<file path="src/rtl/sum_pkg.sv">
// Shared types and defaults for the 1-to-N summation controller.
package sum_pkg;

  localparam int unsigned DATA_W_DEF     = 16;
  localparam int unsigned TMO_W_DEF      = 8;
  localparam int unsigned TMO_CYCLES_DEF = 200;

  typedef enum logic [2:0] {
    IDLE    = 3'd0,
    CLEAR   = 3'd1,
    RUN     = 3'd2,
    DRAIN   = 3'd3,
    CAPTURE = 3'd4,
    HOLD    = 3'd5
  } state_e;

endpackage

</file>
<file path="src/rtl/sum_watchdog.sv">
// Saturating cycle counter with clear, enable, zero and expiry flags.
module sum_watchdog #(
  parameter int unsigned W     = 8,
  parameter int unsigned LIMIT = 200
) (
  input  logic clk,
  input  logic rst_n,
  input  logic clr,
  input  logic en,
  output logic zero,
  output logic expired
);

  logic [W-1:0] cnt_q, cnt_d;

  always_comb begin
    cnt_d = cnt_q;
    if (clr) begin
      cnt_d = '0;
    end else if (en && (cnt_q != '1)) begin
      cnt_d = cnt_q + 1'b1;
    end
  end

  always_ff @(posedge clk or negedge rst_n) begin
    if (!rst_n) begin
      cnt_q <= '0;
    end else begin
      cnt_q <= cnt_d;
    end
  end

  assign zero    = (cnt_q == '0);
  // Flags the last allowed cycle so the exit lands exactly on LIMIT cycles.
  assign expired = (cnt_q >= W'(LIMIT - 1));

endmodule

</file>
<file path="src/rtl/sum_ctrl.sv">
// Sequencing controller for the summation datapath: strobes, result capture,
// valid/ready output, watchdog timeout, abort and sticky error.
module sum_ctrl
  import sum_pkg::*;
#(
  parameter int unsigned DATA_W     = DATA_W_DEF,
  parameter int unsigned TMO_W      = TMO_W_DEF,
  parameter int unsigned TMO_CYCLES = TMO_CYCLES_DEF
) (
  input  logic              clk,
  input  logic              rst,
  input  logic              start,
  input  logic              abort,
  output logic              busy,
  output logic              ld_sum,
  output logic              ld_counter,
  output logic              en_sum,
  output logic              en_counter,
  input  logic              dp_done,
  input  logic [DATA_W-1:0] dp_result,
  output logic              res_valid,
  input  logic              res_ready,
  output logic [DATA_W-1:0] res_data,
  output logic              err
);

  state_e            state_q, state_d;
  logic              err_q, err_d;
  logic [DATA_W-1:0] res_data_q, res_data_d;
  logic              busy_q, busy_d;
  logic              ld_q, ld_d;
  logic              en_q, en_d;
  logic              valid_q, valid_d;
  logic              wd_zero, wd_expired;

  // Watchdog is zero only in the first RUN cycle, which doubles as the stale-done mask.
  sum_watchdog #(
    .W     (TMO_W),
    .LIMIT (TMO_CYCLES)
  ) u_wdog (
    .clk     (clk),
    .rst_n   (rst),
    .clr     (state_q == CLEAR),
    .en      (state_q == RUN),
    .zero    (wd_zero),
    .expired (wd_expired)
  );

  always_comb begin
    state_d    = state_q;
    err_d      = err_q;
    res_data_d = res_data_q;
    case (state_q)
      IDLE: begin
        if (start) begin
          state_d = CLEAR;
          err_d   = 1'b0;
        end
      end
      CLEAR:   state_d = RUN;
      RUN: begin
        if (dp_done && !wd_zero) begin
          state_d = DRAIN;
        end else if (wd_expired) begin
          state_d = IDLE;
          err_d   = 1'b1;
        end
      end
      DRAIN:   state_d = CAPTURE;
      CAPTURE: begin
        state_d = HOLD;
        if (!abort) res_data_d = dp_result;
      end
      HOLD: begin
        if (res_ready) state_d = IDLE;
      end
      default: state_d = IDLE;
    endcase
    // Abort overrides the next state but never the error flag set above.
    if (abort && (state_q inside {CLEAR, RUN, DRAIN, CAPTURE})) begin
      state_d = IDLE;
    end
  end

  // Outputs are registered from the next state so they align with their state.
  always_comb begin
    busy_d  = (state_d != IDLE);
    ld_d    = (state_d == CLEAR);
    en_d    = (state_d == RUN);
    valid_d = (state_d == HOLD);
  end

  always_ff @(posedge clk or negedge rst) begin
    if (!rst) begin
      state_q    <= IDLE;
      err_q      <= 1'b0;
      res_data_q <= '0;
      busy_q     <= 1'b0;
      ld_q       <= 1'b0;
      en_q       <= 1'b0;
      valid_q    <= 1'b0;
    end else begin
      state_q    <= state_d;
      err_q      <= err_d;
      res_data_q <= res_data_d;
      busy_q     <= busy_d;
      ld_q       <= ld_d;
      en_q       <= en_d;
      valid_q    <= valid_d;
    end
  end

  assign busy       = busy_q;
  assign ld_sum     = ld_q;
  assign ld_counter = ld_q;
  assign en_sum     = en_q;
  assign en_counter = en_q;
  assign res_valid  = valid_q;
  assign res_data   = res_data_q;
  assign err        = err_q;

endmodule
</file>
<file path="config.mk">
export PLATFORM = sky130hd
export DESIGN_NAME = sum_ctrl
export DESIGN_NICKNAME = d
export VERILOG_FILES = /design/src/rtl/sum_pkg.sv /design/src/rtl/sum_watchdog.sv /design/src/rtl/sum_ctrl.sv
export SDC_FILE = /design/constraint.sdc
export NUM_CORES = 1
export LEC_CHECK = 0
export ABC_AREA = 1
export CAP_MARGIN = 20
export CELL_PAD_IN_SITES_DETAIL_PLACEMENT = 0
export CELL_PAD_IN_SITES_GLOBAL_PLACEMENT = 1
export CORE_ASPECT_RATIO = 0.9
export CORE_MARGIN = 3
export CORE_UTILIZATION = 36
export CTS_CLUSTER_DIAMETER = 80
export DETAILED_ROUTE_END_ITERATION = 6
export GPL_ROUTABILITY_DRIVEN = 0
export GPL_TIMING_DRIVEN = 0
export PLACE_DENSITY_LB_ADDON = 0.1
export SLEW_MARGIN = 20
export SYNTH_ARGS = -nofsm -noshare
export SYNTH_HDL_FRONTEND = slang
export SYNTH_SLANG_ARGS = --single-unit
</file>
<file path="constraint.sdc">
create_clock -name clk -period 1.7 [get_ports clk]
set_input_delay 0.34 -clock clk [delete_from_list [all_inputs] [get_ports clk]]
set_output_delay 0.34 -clock clk [all_outputs]
set_load 0.01 [all_outputs]
</file>
# Word-level counts from Yosys, hierarchy flattened
# Cells that the tools add are included.
# word_totals
output_inout_bits	23
reg_bits	32
input_bits	22
# op_classes
reduce_logical	12
add_sub_neg	1
n_eq_ne	12
mux	12
bitwise	1
n_lt_le_gt_ge	1
# ops
operator	count
one-hot mux 3 bit (6 select lines)	1
two-way mux 8 bit	2
two-way mux 3 bit	5
== test 3 x 2 -> 1 bit (second input constant)	3
== test 3 bit (second input constant)	3
adder 8 x 1 -> 8 bit (second input constant)	1
greater-or-equal comparator 8 bit (second input constant)	1
logical NOT 8 bit	1
inequality test 8 bit (second input constant)	1
== test 3 x 1 -> 1 bit (second input constant)	2
inequality test 2 bit (second input constant)	3
AND reduction 4 bit	1
nonzero test 2 bit	2
nonzero test 4 bit	1
logical AND 1 bit	3
logical NOT 3 bit	1
two-way mux 1 bit	3
nonzero test 3 bit	1
one-hot mux 1 bit (2 select lines)	1
AND reduction 2 bit	1
logical NOT 1 bit	1
inverter 1 bit	1

# Longest topological paths before layout
# logic_depth
ltp_word	7
ltp_mapped	10

# Modules after synthesis
# From an unflattened synthesis, not the netlist that was laid out.
# hier_totals
hier_cells	197
area_unflattened_um2	1604.0
# modules_own_cells
module	instances	seq_area_each_um2	area_each_um2	cells_each
sum_ctrl	1	600.6	1072.3	119
sum_watchdog	1	200.2	531.8	78

# Worst setup path before layout
# No wires, ideal clock.
# synth_timing
kind	flip-flop to flip-flop
from	register u_wdog.cnt_q[0]
to	register u_wdog.cnt_q[3]
setup_ps	119
path_buffers	0
path_stages_with_launch	10
required_time_ps	1581
synth_period_minus_slack_ps	1328
arrival_time_ps	1209
path_slack_ps	372
path_cell_list	dfrtp_1 ha_1 nand2_1 inv_1 nand3_2 nor2_4 nor2_4 nor2_4 nand2_1 nand2_1
# synth_via
elab_chain_cells	3
# synth_lines
item	line	source
start: declaration	sum_watchdog.sv:14	logic [W-1:0] cnt_q, cnt_d;
start signal: assignment	sum_watchdog.sv:29	cnt_q <= cnt_d;
adder 8 x 1 -> 8 bit or inequality test 8 bit (tied branches)	sum_watchdog.sv:21, sum_watchdog.sv:20	
two-way mux 8 bit or logical AND 1 bit (tied branches)	sum_watchdog.sv:20	end else if (en && (cnt_q != '1)) begin
two-way mux 8 bit or nonzero test 2 bit (tied branches)	n/a	
# Several ways; a longest one is shown, not always the timed one. The select of a mux whose other input is x is not followed.
# A chain may end at the register's enable or synchronous reset.

# Worst setup path in the final report
# layout_timing
from	register ld_q (netlist: ld_counter)
to	output port ld_sum
# layout_rtl
item	line	source
start: declaration	sum_ctrl.sv:31	logic ld_q, ld_d;
start signal: assignment	sum_ctrl.sv:107	ld_q <= ld_d;
end: declaration	sum_ctrl.sv:15	output logic ld_sum,
# No word-level cell between the ends.

==> flow_summary.json <==
{
  "nets": 233,
  "synth_ff_type": "dfrtp_1",
  "cp.required_ps": 1360,
  "area_growth_pct": 38.5,
  "antenna_found_initial": 0,
  "cap_violations": 0,
  "synth-edff-count": 0,
  "end_kind": "primary output",
  "reg2reg_to": "u_wdog.cnt_q[6]",
  "critPathMaxFanout": 2,
  "cts_buffers": 5,
  "arrival_ps": 1280,
  "period_minus_slack_ps": 1620,
  "die-area_um2": 5300,
  "ys_warn_count": 0,
  "cts_buffer_depth": 2,
  "cts_resized": 0,
  "final_cell_count_no_fill": 270,
  "p_leak_nw": 1.11,
  "cts_tree": "built",
  "min_path_type": "in -> async",
  "dr.pass1.iters": 4,
  "rsz0062_at_grt": "false",
  "routed_wl_um": 3190,
  "hold_viol": 0,
  "synth-simple-area-share_pct": 22.3,
  "post_synth.cell_area_avg_um2": 10.2,
  "cts_setup_buffers": 0,
  "detail-route-antenna-nets": 0,
  "muxShareOfSynthArea_pct": 13.6,
  "syn_inst": 158,
  "max_freq_ghz": 0.619,
  "worst_pin_slew_ps": 705,
  "start_kind": "register",
  "endpoint": "ld_sum",
  "track_usage_pct": 13.6,
  "period_share_pct": 95.0,
  "clk-insertion-delay-late_ps": 280,
  "dp_hpwl_um": 2430,
  "seq_area_frac_synth_pct": 49.8,
  "vias_per_cell": 4.49,
  "fillCellCount": 394,
  "clock-root-buffer": "clkbuf_8",
  "synth_seq_cells": 32,
  "syn_nets": 182,
  "synth_top_family_by_area": "simple AND/OR/NAND/NOR gates",
  "portBuffers": 44,
  "ff2ff_path_depth": 8,
  "grt_pass1_vias": 1256,
  "num_rows": 22,
  "place_inst": 262,
  "wl_per_cell_um": 11.8,
  "synth_compound_area_share_pct": 4.21,
  "layout-drive-gt1-share_pct": 20.0,
  "cts.clk_slew.worst_paths_ps": 70,
  "worst_clock_skew_ps": 3.85,
  "crit_path_start": "ld_counter",
  "initial_core_util_pct": 38.4,
  "stdcell_area_um2": 2220,
  "rrSetupSlack_ps": 150,
  "core_um2": 4180,
  "synth_fa_ha_area_share_pct": 1.56,
  "syn_area_um2": 1610,
  "antenna_cells": 0,
  "grt_max_degree": 33,
  "synthArstFlopShare_pct": 100,
  "finalSetupViolCount": 0,
  "drc": 0,
  "grt_first_pass_wirelength_um": 5780,
  "utilization_pct": 53.2,
  "die_width_um": 76.4,
  "cts_max_level": 2,
  "power_density_nw_per_um2": 1590,
  "clkSinkCount": 32,
  "dpl_cell_area_um2": 2120,
  "status": "finished, final reports clean",
  "hold_buffers": 0,
  "io_pins": 45,
  "critical_path_class": "reg -> out",
  "die_h_um": 69.4,
  "drv_slew": 0,
  "dr_total_vias": 1211,
  "worstReg2RegStart": "u_wdog.cnt_q[0]",
  "vdd_ir_drop_max_mv": 0.654,
  "slew_headroom_pct": 53.0,
  "initialDrtViolationCount": 60,
  "grt_overflow_total": 0,
  "synth_xor_area_share_pct": 1.09,
  "yosysUniqueCellTypes": 27
}
worst min-delay path by stage:
stage / from / to / depth (start not counted)
after floorplan: rst / busy / 0
after global placement: res_data[12] / res_data[12] / 1
after detailed placement: rst / res_data[15] / 1
after CTS: rst / res_data[15] / 1
after global routing: rst / res_data[15] / 1
final: rst / res_data[15] / 1
Yosys cell counts (2+ instances only):
master,number,area share [%]
a21oi_1,2,0.62
buf_4,2,0.93
dfrtp_1,32,50
ha_1,2,1.6
inv_1,23,5.4
inv_2,2,0.47
mux2_2,6,4.2
mux2_4,10,9.3
nand2_1,30,7.0
nand3_1,11,3.4
nand3_2,2,1.2
nand4_1,3,1.2
nor2_1,11,2.6
nor2_4,5,3.5
o21ai_0,3,0.93
o21ai_1,2,0.62
xor2_1,2,1.1
area by class of cell:
type / instances / area [um2] / share of cell area (%)
inverter: 25 / 93.8 / 4.22
clock inverter: 2 / 35.0 / 1.57
clock buffer: 6 / 72.6 / 3.26
tap: 60 / 75.1 / 3.37
timing repair buffer: 44 / 435 / 19.6
multi-input combinational: 98 / 686 / 30.8
buffer: 3 / 26.3 / 1.18
sequential: 32 / 801 / 36.0
per-stage QoR:
stage                     total power, mW  TNS (ps)  hold slack, ps  setup slack, ps
after CTS                            3.58         0             129             72.5
final                                3.53         0             107             84.2
after detailed placement             2.86         0             448             14.1
after floorplan                      2.18         0            44.4              372
after global placement               2.82    -10240             487             -322
after global routing                 3.80         0             154             5.84
cell usage in the layout (no fill, tap or decap), types with 3 or more instances in the layout:
cell type,count
clkdlybuf4s50_1,43
dfrtp_1,32
nand2_1,30
inv_1,23
nor2_1,11
nand3_1,11
mux2_4,10
mux2_2,6
nor2_4,5
clkbuf_8,5
o21ai_0,3
nand4_1,3
cells by family after synthesis:
logic type	Yosys count
AO/OA/AOI/OAI	10
XOR/XNOR	2
adder cells (fa/ha/maj)	2
buffers and inverters	28
flip-flops	32
multiplexers	16
AND/OR/NAND/NOR	68
metal layers:
layer  track usage (%)  wire [um]
met1              17.1       1510
met2              20.5       1380
met3              5.32        233
met4              6.04         61
met5                 0          0
report_power, final:
| part | leakage (nW) | internal [mW] | switching, mW |
|---|---|---|---|
| clock network | 0.0552 | 0.434 | 0.269 |
| registers | 0.413 | 1.03 | 0.187 |
| logic | 0.645 | 0.880 | 0.725 |
| total | 1.11 | 2.35 | 1.18 |
flip-flops by register name, summed over array words and instances (netlist names):
name          flops
busy              1
state_q           3
ld_counter        1
en_counter        1
res_valid         1
res_data         16
u_wdog.cnt_q      8
err               1
critical path, cell delays in order, from the launching register on:
cell and delay [ps]:
dfrtp_1 370, buf_4 110, clkdlybuf4s50_1 520
No activity file was read; power rests on OpenSTA's default activity.
